--- config.mk ---
export PLATFORM = sky130hd
export DESIGN_NAME = decode_pipe_flat
export DESIGN_NICKNAME = d
export VERILOG_FILES = /design/src/rtl/decode_pipe_if.sv /design/src/rtl/decode_pipe.sv /design/src/flat_wrapper.sv
export SDC_FILE = /design/constraint.sdc
export NUM_CORES = 1
export LEC_CHECK = 0
export CORE_MARGIN = 3
export CORE_UTILIZATION = 45
export CTS_CLUSTER_DIAMETER = 200
export DETAILED_ROUTE_END_ITERATION = 16
export PLACE_DENSITY = 0.78
export REMOVE_ABC_BUFFERS = 1
export SLEW_MARGIN = 20
export SYNTH_ARGS = -nofsm -noshare
export SYNTH_HDL_FRONTEND = slang
export SYNTH_SLANG_ARGS = --single-unit
--- constraint.sdc ---
create_clock -name clk -period 2.8 [get_ports clk]
set_input_delay 0.42 -clock clk [delete_from_list [all_inputs] [get_ports clk]]
set_output_delay 0.42 -clock clk [all_outputs]
set_load 0.03 [all_outputs]
--- src/rtl/decode_pipe_if.sv ---
`default_nettype none
// ============================================================================
// decode_pipe_if : handshake + decoded-bundle bus around the decode stage
// Revision: 1.0
// ============================================================================
interface decode_pipe_if #(
    parameter int XLEN = 32
);
    logic            in_valid;
    logic            in_ready;
    logic [XLEN-1:0] in_inst;
    logic [XLEN-1:0] in_pc;
    logic            out_valid;
    logic            out_ready;
    logic [XLEN-1:0] out_pc;
    logic [XLEN-1:0] out_inst;
    logic [2:0]      imm_ctrl;
    logic            rmem, wmem, wen, jmp, jcc, jal, jalr, lui, auipc, inst_R;
    logic [2:0]      alu_ctrl;
    logic            sub, sign;
    logic [1:0]      mem_type;
    logic            mem_sign, muldiv, illegal;

    modport master (
        output in_valid, in_inst, in_pc, out_ready,
        input  in_ready, out_valid, out_pc, out_inst, imm_ctrl, rmem, wmem, wen,
               jmp, jcc, jal, jalr, lui, auipc, inst_R, alu_ctrl, sub, sign,
               mem_type, mem_sign, muldiv, illegal
    );

    modport slave (
        input  in_valid, in_inst, in_pc, out_ready,
        output in_ready, out_valid, out_pc, out_inst, imm_ctrl, rmem, wmem, wen,
               jmp, jcc, jal, jalr, lui, auipc, inst_R, alu_ctrl, sub, sign,
               mem_type, mem_sign, muldiv, illegal
    );
endinterface
`default_nettype wire

--- src/rtl/decode_pipe.sv ---
`default_nettype none
// ============================================================================
// decode_pipe : registered RV32I(+M) decode stage with valid/ready skid buffer
// Revision: 1.0
// ============================================================================
module decode_pipe #(
    parameter int XLEN  = 32,
    parameter int M_EXT = 1,
    parameter int SKID  = 1
) (
    input  wire logic     clk,
    input  wire logic     rst_n,
    input  wire logic     flush,
    decode_pipe_if.slave  bus
);
    typedef struct packed {
        logic [XLEN-1:0] pc;
        logic [XLEN-1:0] inst;
        logic [2:0]      imm_ctrl;
        logic            rmem, wmem, wen, jmp, jcc, jal, jalr, lui, auipc, inst_R;
        logic [2:0]      alu_ctrl;
        logic            sub, sign;
        logic [1:0]      mem_type;
        logic            mem_sign, muldiv, illegal;
    } entry_t;

    logic [6:0] opc;
    logic [2:0] f3;
    logic [6:0] f7;
    logic is_opimm, is_load, is_store, is_branch, is_jal, is_jalr, is_lui, is_auipc, is_op;
    logic f7_ok, illegal_w;
    entry_t dec_d;

    assign opc = bus.in_inst[6:0];
    assign f3  = bus.in_inst[14:12];
    assign f7  = bus.in_inst[31:25];

    // Opcode compares include bits [1:0], so a non-32-bit encoding matches nothing
    assign is_opimm  = (opc == 7'b0010011);
    assign is_load   = (opc == 7'b0000011);
    assign is_store  = (opc == 7'b0100011);
    assign is_branch = (opc == 7'b1100011);
    assign is_jal    = (opc == 7'b1101111);
    assign is_jalr   = (opc == 7'b1100111);
    assign is_lui    = (opc == 7'b0110111);
    assign is_auipc  = (opc == 7'b0010111);
    assign is_op     = (opc == 7'b0110011);

    assign f7_ok = (f7 == 7'h00)
                 | ((f7 == 7'h20) & ((f3 == 3'd0) | (f3 == 3'd5)))
                 | ((f7 == 7'h01) & (M_EXT != 0));

    assign illegal_w = ~(is_opimm | is_load | is_store | is_branch | is_jal | is_jalr
                         | is_lui | is_auipc | is_op) | (is_op & ~f7_ok);

    always_comb begin
        dec_d          = '0;
        dec_d.pc       = bus.in_pc;
        dec_d.inst     = bus.in_inst;
        dec_d.jal      = is_jal;
        dec_d.jalr     = is_jalr;
        dec_d.lui      = is_lui;
        dec_d.auipc    = is_auipc;
        dec_d.inst_R   = is_op;
        dec_d.sub      = is_op & f7[5];
        dec_d.sign     = f7[5];
        dec_d.mem_type = f3[1:0];
        dec_d.mem_sign = f3[2];
        dec_d.illegal  = illegal_w;
        if (!illegal_w) begin
            dec_d.imm_ctrl = (is_opimm | is_load | is_jalr) ? 3'd1 :
                             is_store                       ? 3'd2 :
                             (is_lui | is_auipc)            ? 3'd3 :
                             is_branch                      ? 3'd4 :
                             is_jal                         ? 3'd5 : 3'd0;
            dec_d.rmem     = is_load;
            dec_d.wmem     = is_store;
            dec_d.wen      = is_opimm | is_op | is_load | is_jal | is_jalr | is_lui | is_auipc;
            dec_d.jmp      = is_jal | is_jalr;
            dec_d.jcc      = is_branch;
            dec_d.alu_ctrl = (is_opimm | is_op | is_branch) ? f3 : 3'd0;
            dec_d.muldiv   = is_op & (f7 == 7'h01) & (M_EXT != 0);
        end
    end

    entry_t out_w;
    logic   out_valid_w;
    logic   in_ready_w;

    if (SKID != 0) begin : g_skid
        typedef enum logic [1:0] {
            ST_EMPTY = 2'd0,
            ST_ONE   = 2'd1,
            ST_TWO   = 2'd2
        } state_t;

        state_t state_q;
        entry_t m_q, s_q;
        logic   valid_q, ready_q;
        logic   in_fire, out_fire;

        assign in_fire  = bus.in_valid & ready_q;
        assign out_fire = valid_q & bus.out_ready;

        always_ff @(posedge clk) begin
            if (!rst_n) begin
                state_q <= ST_EMPTY;
                m_q     <= '0;
                s_q     <= '0;
                valid_q <= 1'b0;
                ready_q <= 1'b0;
            end else if (flush) begin
                state_q <= ST_EMPTY;
                m_q     <= '0;
                s_q     <= '0;
                valid_q <= 1'b0;
                ready_q <= 1'b1;
            end else begin
                case (state_q)
                    ST_EMPTY: begin
                        ready_q <= 1'b1;
                        if (in_fire) begin
                            m_q     <= dec_d;
                            valid_q <= 1'b1;
                            state_q <= ST_ONE;
                        end
                    end
                    ST_ONE: begin
                        if (in_fire && out_fire) begin
                            m_q <= dec_d;
                        end else if (in_fire) begin
                            s_q     <= dec_d;
                            ready_q <= 1'b0;
                            state_q <= ST_TWO;
                        end else if (out_fire) begin
                            m_q     <= '0;
                            valid_q <= 1'b0;
                            state_q <= ST_EMPTY;
                        end
                    end
                    ST_TWO: begin
                        if (out_fire) begin
                            m_q     <= s_q;
                            s_q     <= '0;
                            ready_q <= 1'b1;
                            state_q <= ST_ONE;
                        end
                    end
                    default: begin
                        state_q <= ST_EMPTY;
                        valid_q <= 1'b0;
                        ready_q <= 1'b1;
                    end
                endcase
            end
        end

        assign out_w       = m_q;
        assign out_valid_w = valid_q;
        assign in_ready_w  = ready_q;
    end else begin : g_single
        entry_t m_q;
        logic   valid_q, en_q;
        logic   in_fire, out_fire;

        // en_q keeps in_ready low while reset is held
        assign in_ready_w = en_q & (~valid_q | bus.out_ready);
        assign in_fire    = bus.in_valid & in_ready_w;
        assign out_fire   = valid_q & bus.out_ready;

        always_ff @(posedge clk) begin
            if (!rst_n) begin
                m_q     <= '0;
                valid_q <= 1'b0;
                en_q    <= 1'b0;
            end else if (flush) begin
                m_q     <= '0;
                valid_q <= 1'b0;
                en_q    <= 1'b1;
            end else begin
                en_q <= 1'b1;
                if (in_fire) begin
                    m_q     <= dec_d;
                    valid_q <= 1'b1;
                end else if (out_fire) begin
                    m_q     <= '0;
                    valid_q <= 1'b0;
                end
            end
        end

        assign out_w       = m_q;
        assign out_valid_w = valid_q;
    end

    assign bus.in_ready  = in_ready_w;
    assign bus.out_valid = out_valid_w;
    assign bus.out_pc    = out_w.pc;
    assign bus.out_inst  = out_w.inst;
    assign bus.imm_ctrl  = out_w.imm_ctrl;
    assign bus.rmem      = out_w.rmem;
    assign bus.wmem      = out_w.wmem;
    assign bus.wen       = out_w.wen;
    assign bus.jmp       = out_w.jmp;
    assign bus.jcc       = out_w.jcc;
    assign bus.jal       = out_w.jal;
    assign bus.jalr      = out_w.jalr;
    assign bus.lui       = out_w.lui;
    assign bus.auipc     = out_w.auipc;
    assign bus.inst_R    = out_w.inst_R;
    assign bus.alu_ctrl  = out_w.alu_ctrl;
    assign bus.sub       = out_w.sub;
    assign bus.sign      = out_w.sign;
    assign bus.mem_type  = out_w.mem_type;
    assign bus.mem_sign  = out_w.mem_sign;
    assign bus.muldiv    = out_w.muldiv;
    assign bus.illegal   = out_w.illegal;
endmodule
`default_nettype wire

--- src/flat_wrapper.sv ---
// flat-port wrapper written by rule: the top's interface ports become plain ports
module decode_pipe_flat 
#(
    parameter int XLEN  = 32,
    parameter int M_EXT = 1,
    parameter int SKID  = 1
)
  (clk, rst_n, flush, bus_in_valid, bus_in_inst, bus_in_pc, bus_out_ready, bus_in_ready, bus_out_valid, bus_out_pc, bus_out_inst, bus_imm_ctrl, bus_rmem, bus_wmem, bus_wen, bus_jmp, bus_jcc, bus_jal, bus_jalr, bus_lui, bus_auipc, bus_inst_R, bus_alu_ctrl, bus_sub, bus_sign, bus_mem_type, bus_mem_sign, bus_muldiv, bus_illegal);
  decode_pipe_if #(.XLEN(XLEN)) bus_i ();
  input  wire logic clk;
  input  wire logic rst_n;
  input  wire logic flush;
  input wire logic [$bits(bus_i.in_valid)-1:0] bus_in_valid;
  input wire logic [$bits(bus_i.in_inst)-1:0] bus_in_inst;
  input wire logic [$bits(bus_i.in_pc)-1:0] bus_in_pc;
  input wire logic [$bits(bus_i.out_ready)-1:0] bus_out_ready;
  output wire logic [$bits(bus_i.in_ready)-1:0] bus_in_ready;
  output wire logic [$bits(bus_i.out_valid)-1:0] bus_out_valid;
  output wire logic [$bits(bus_i.out_pc)-1:0] bus_out_pc;
  output wire logic [$bits(bus_i.out_inst)-1:0] bus_out_inst;
  output wire logic [$bits(bus_i.imm_ctrl)-1:0] bus_imm_ctrl;
  output wire logic [$bits(bus_i.rmem)-1:0] bus_rmem;
  output wire logic [$bits(bus_i.wmem)-1:0] bus_wmem;
  output wire logic [$bits(bus_i.wen)-1:0] bus_wen;
  output wire logic [$bits(bus_i.jmp)-1:0] bus_jmp;
  output wire logic [$bits(bus_i.jcc)-1:0] bus_jcc;
  output wire logic [$bits(bus_i.jal)-1:0] bus_jal;
  output wire logic [$bits(bus_i.jalr)-1:0] bus_jalr;
  output wire logic [$bits(bus_i.lui)-1:0] bus_lui;
  output wire logic [$bits(bus_i.auipc)-1:0] bus_auipc;
  output wire logic [$bits(bus_i.inst_R)-1:0] bus_inst_R;
  output wire logic [$bits(bus_i.alu_ctrl)-1:0] bus_alu_ctrl;
  output wire logic [$bits(bus_i.sub)-1:0] bus_sub;
  output wire logic [$bits(bus_i.sign)-1:0] bus_sign;
  output wire logic [$bits(bus_i.mem_type)-1:0] bus_mem_type;
  output wire logic [$bits(bus_i.mem_sign)-1:0] bus_mem_sign;
  output wire logic [$bits(bus_i.muldiv)-1:0] bus_muldiv;
  output wire logic [$bits(bus_i.illegal)-1:0] bus_illegal;
  assign bus_i.in_valid = bus_in_valid;
  assign bus_i.in_inst = bus_in_inst;
  assign bus_i.in_pc = bus_in_pc;
  assign bus_i.out_ready = bus_out_ready;
  assign bus_in_ready = bus_i.in_ready;
  assign bus_out_valid = bus_i.out_valid;
  assign bus_out_pc = bus_i.out_pc;
  assign bus_out_inst = bus_i.out_inst;
  assign bus_imm_ctrl = bus_i.imm_ctrl;
  assign bus_rmem = bus_i.rmem;
  assign bus_wmem = bus_i.wmem;
  assign bus_wen = bus_i.wen;
  assign bus_jmp = bus_i.jmp;
  assign bus_jcc = bus_i.jcc;
  assign bus_jal = bus_i.jal;
  assign bus_jalr = bus_i.jalr;
  assign bus_lui = bus_i.lui;
  assign bus_auipc = bus_i.auipc;
  assign bus_inst_R = bus_i.inst_R;
  assign bus_alu_ctrl = bus_i.alu_ctrl;
  assign bus_sub = bus_i.sub;
  assign bus_sign = bus_i.sign;
  assign bus_mem_type = bus_i.mem_type;
  assign bus_mem_sign = bus_i.mem_sign;
  assign bus_muldiv = bus_i.muldiv;
  assign bus_illegal = bus_i.illegal;
  decode_pipe #(.XLEN(XLEN), .M_EXT(M_EXT), .SKID(SKID)) u_core (.clk(clk), .rst_n(rst_n), .flush(flush), .bus(bus_i));
endmodule
==> impl_metrics.csv <==
group,metric,value,unit
pwr,p_leak,0.00321,uW
place,routabilityCongestion,0.883,
pwr,fin_total_pwr,5510,uW
pwr,power_density,607,nW/um^2
die,start_util,0.462,
die,coreArea,14600,um^2
die,dieHeight,128,um
place,portBuffers,157,
cells_and_area,syn_to_final_growth,34.7,%
grt,antenna_found_initial,0,
logic_synthesis,syn_inst,755,
cells_and_area,final_cell_mix,"dfxtp_1 (170), clkdlybuf4s50_1 (157), nor2_1 (152), o21ai_0 (83), a22oi_1 (72)",
logic_synthesis,synth_edf_count,0,
logic_synthesis,synth.avg_cell_area,8.92,um^2
sta,fin_ws,0.420,ns
grt,grt_use_total,0.224,
sta,hold_viol,0,
cells_and_area,fin_nets,950,
routing,dr_total_vias,6333,
clock_network,clock_sinks,170,
clock_network,cts_setup_buffers,0,
grt,grt_pass1_vias,6053,
logic_synthesis,syn_area,6740,um^2
routing,drt_wl_total,18700,um
critical_path,cp-start-kind,"flop",
sta,slew_headroom,0.600,
clock_network,htree_levels,4,
clock_network,clkTransAtPathRegs,0.06,ns
routing,dr.pass1.iters,5,
cells_and_area,drive_gt1_frac,0.0720,
cells_and_area,num-fill-cells,1231,
critical_path,cp_data_arrival_time,2.75,ns
status,status,"finished, final reports clean",
logic_synthesis,synth-async-reset-ratio,0,
sta,whs,0.453,ns
sta,setup_viol,0,
clock_network,cts_tree,"done",
die,io_pins,158,
grt,grt_max_degree,55,
critical_path,path_max_fanout,43,
hold_path,min_path_type,"reg2reg",
sta,rsz0062_at_grt,"no",
routing,drc,0,
die,dieWidth,128,um
critical_path,cp.required,3.17,ns
logic_synthesis,ys_types,47,
routing,drtIter0Drc,578,
cells_and_area,multiInputGateArea,3010,um^2
place,dp_hpwl,11600,um
die,die_area,16500,um^2
cells_and_area,diodes,0,
clock_network,numCtsBuffers,17,
routing,vias_per_cell,5.90,
sta,maxSlewViolCount,0,
cells_and_area,utilization,0.622,
sta,post-route-min-period,2.38,ns
critical_path,path_class,"reg2reg",
routing,wl_per_cell,17.4,um
grt,grt_overflow,0,
clock_network,hold_buffers,0,
sta,worst_pin_slew,0.599,ns
die,rows,44,
sta,fin_skew,0.00910,ns
pwr,ir_drop,0.419,mV
grt,grt_pass1_wl,30300,um
logic_synthesis,ys_warn_count,0,
run,cap_violations,0,
place,pre_cts_ws,0.343,ns
cells_and_area,final_common_cell,"dfxtp_1",
logic_synthesis,ys_seq_elements,170,
clock_network,cts_root_buffer,"clkbuf_16",
logic_synthesis,ys.flop_type,"dfxtp_1",
cells_and_area,regArea,3400,um^2
clock_network,clk_path_buf_depth,2,
clock_network,cts_resized,0,
routing,detail-route-antenna-nets,0,
logic_synthesis,ys_seq_area_frac,0.505,
sta,fin_crit_sh,0.850,
clock_network,insertion_delay,0.43,ns
sta,max_freq,420,MHz
critical_path,cp-end-kind,"flop",
-- flip-flops by register name, summed over array words and instances (netlist names), 2 cells and up --
name and flops:
u_core.bus.alu_ctrl 3, u_core.bus.out_inst 31, u_core.g_skid.s_q 83, u_core.g_skid.state_q 2, u_core.bus.out_pc 32, u_core.bus.imm_ctrl 3
-- worst max-delay path, cell delays in order (launching register included) --
cell	delay [ns]
dfxtp_1	0.36
inv_1	0.09
ha_1	0.43
a2bb2oi_1	0.42
a211o_2	0.42
buf_12	0.28
nand2_1	0.08
a21oi_1	0.13
a41o_1	0.11
-- power by group --
group          switching, uW  total (uW)  internal [uW]
Sequential              34.5        2520           2480
Clock                    947        2260           1320
Combinational            422         732            310
-- cell usage after synthesis, types with 3 or more instances --
library cell  number  area share
a21oi_1           26       0.019
a221oi_1          70       0.091
a22oi_1           72       0.080
a2bb2oi_1          3      0.0039
a31oi_1            3      0.0028
a32o_1             3      0.0045
a32oi_1            6      0.0078
a41o_1             3      0.0045
buf_1              3      0.0017
buf_2             20       0.015
buf_4              8      0.0089
clkbuf_1          47       0.026
dfxtp_1          170        0.51
ha_1               5      0.0093
inv_1              4      0.0022
nand2_1           18       0.010
nand2b_1           3      0.0028
nand3_1            9      0.0067
nand3b_1           3      0.0033
nor2_1           152       0.085
nor3_1             8      0.0059
o21ai_0           83       0.062
or3_1              5      0.0046
-- metrics by stage --
step | TNS, ns | instance area (um^2) | instances
global placement | 0 | 8500 | 1041
finish | 0 | 9070 | 1073
global route | 0 | 9070 | 1073
detailed placement | 0 | 8500 | 1041
CTS | 0 | 9070 | 1073
floorplan | -325.37 | 6380 | 676
-- cell type report --
class | instances | area share
tap | 184 | 0.0254
inverter | 5 | 0.00207
clock buffer | 22 | 0.0534
clock inverter | 10 | 0.0102
timing repair buffer | 181 | 0.203
sequential | 170 | 0.375
multi-input combinational | 501 | 0.331
-- logic make-up after synthesis --
logic type,synth area share
buf+inv,0.0561
fa+ha+maj,0.00929
simple gates,0.133
compound gates,0.294
flops,0.505
xor+xnor,0.00130
mux,0.00149
-- worst paths after layout --
kind	cells past startpoint	start	end	slack [ns]
hold / removal	2	u_core.g_skid.s_q[21]	u_core.g_skid.s_q[21]	0.45
hold reg to reg	2	u_core.g_skid.s_q[21]	u_core.g_skid.s_q[21]	0.45
setup / recovery	8	u_core.g_skid.state_q[0]	u_core.bus.alu_ctrl[0]	0.42
setup reg to reg	8	u_core.g_skid.state_q[0]	u_core.bus.alu_ctrl[0]	0.42
-- layer usage --
metal	track usage	vias up	part of all wire
met5	0	-	0
met4	0.0799	0	0.017
met3	0.0635	30	0.078
met2	0.357	238	0.47
met1	0.293	3030	0.44
li1	-	3035	-
No activity file was read; power rests on OpenSTA's default activity.
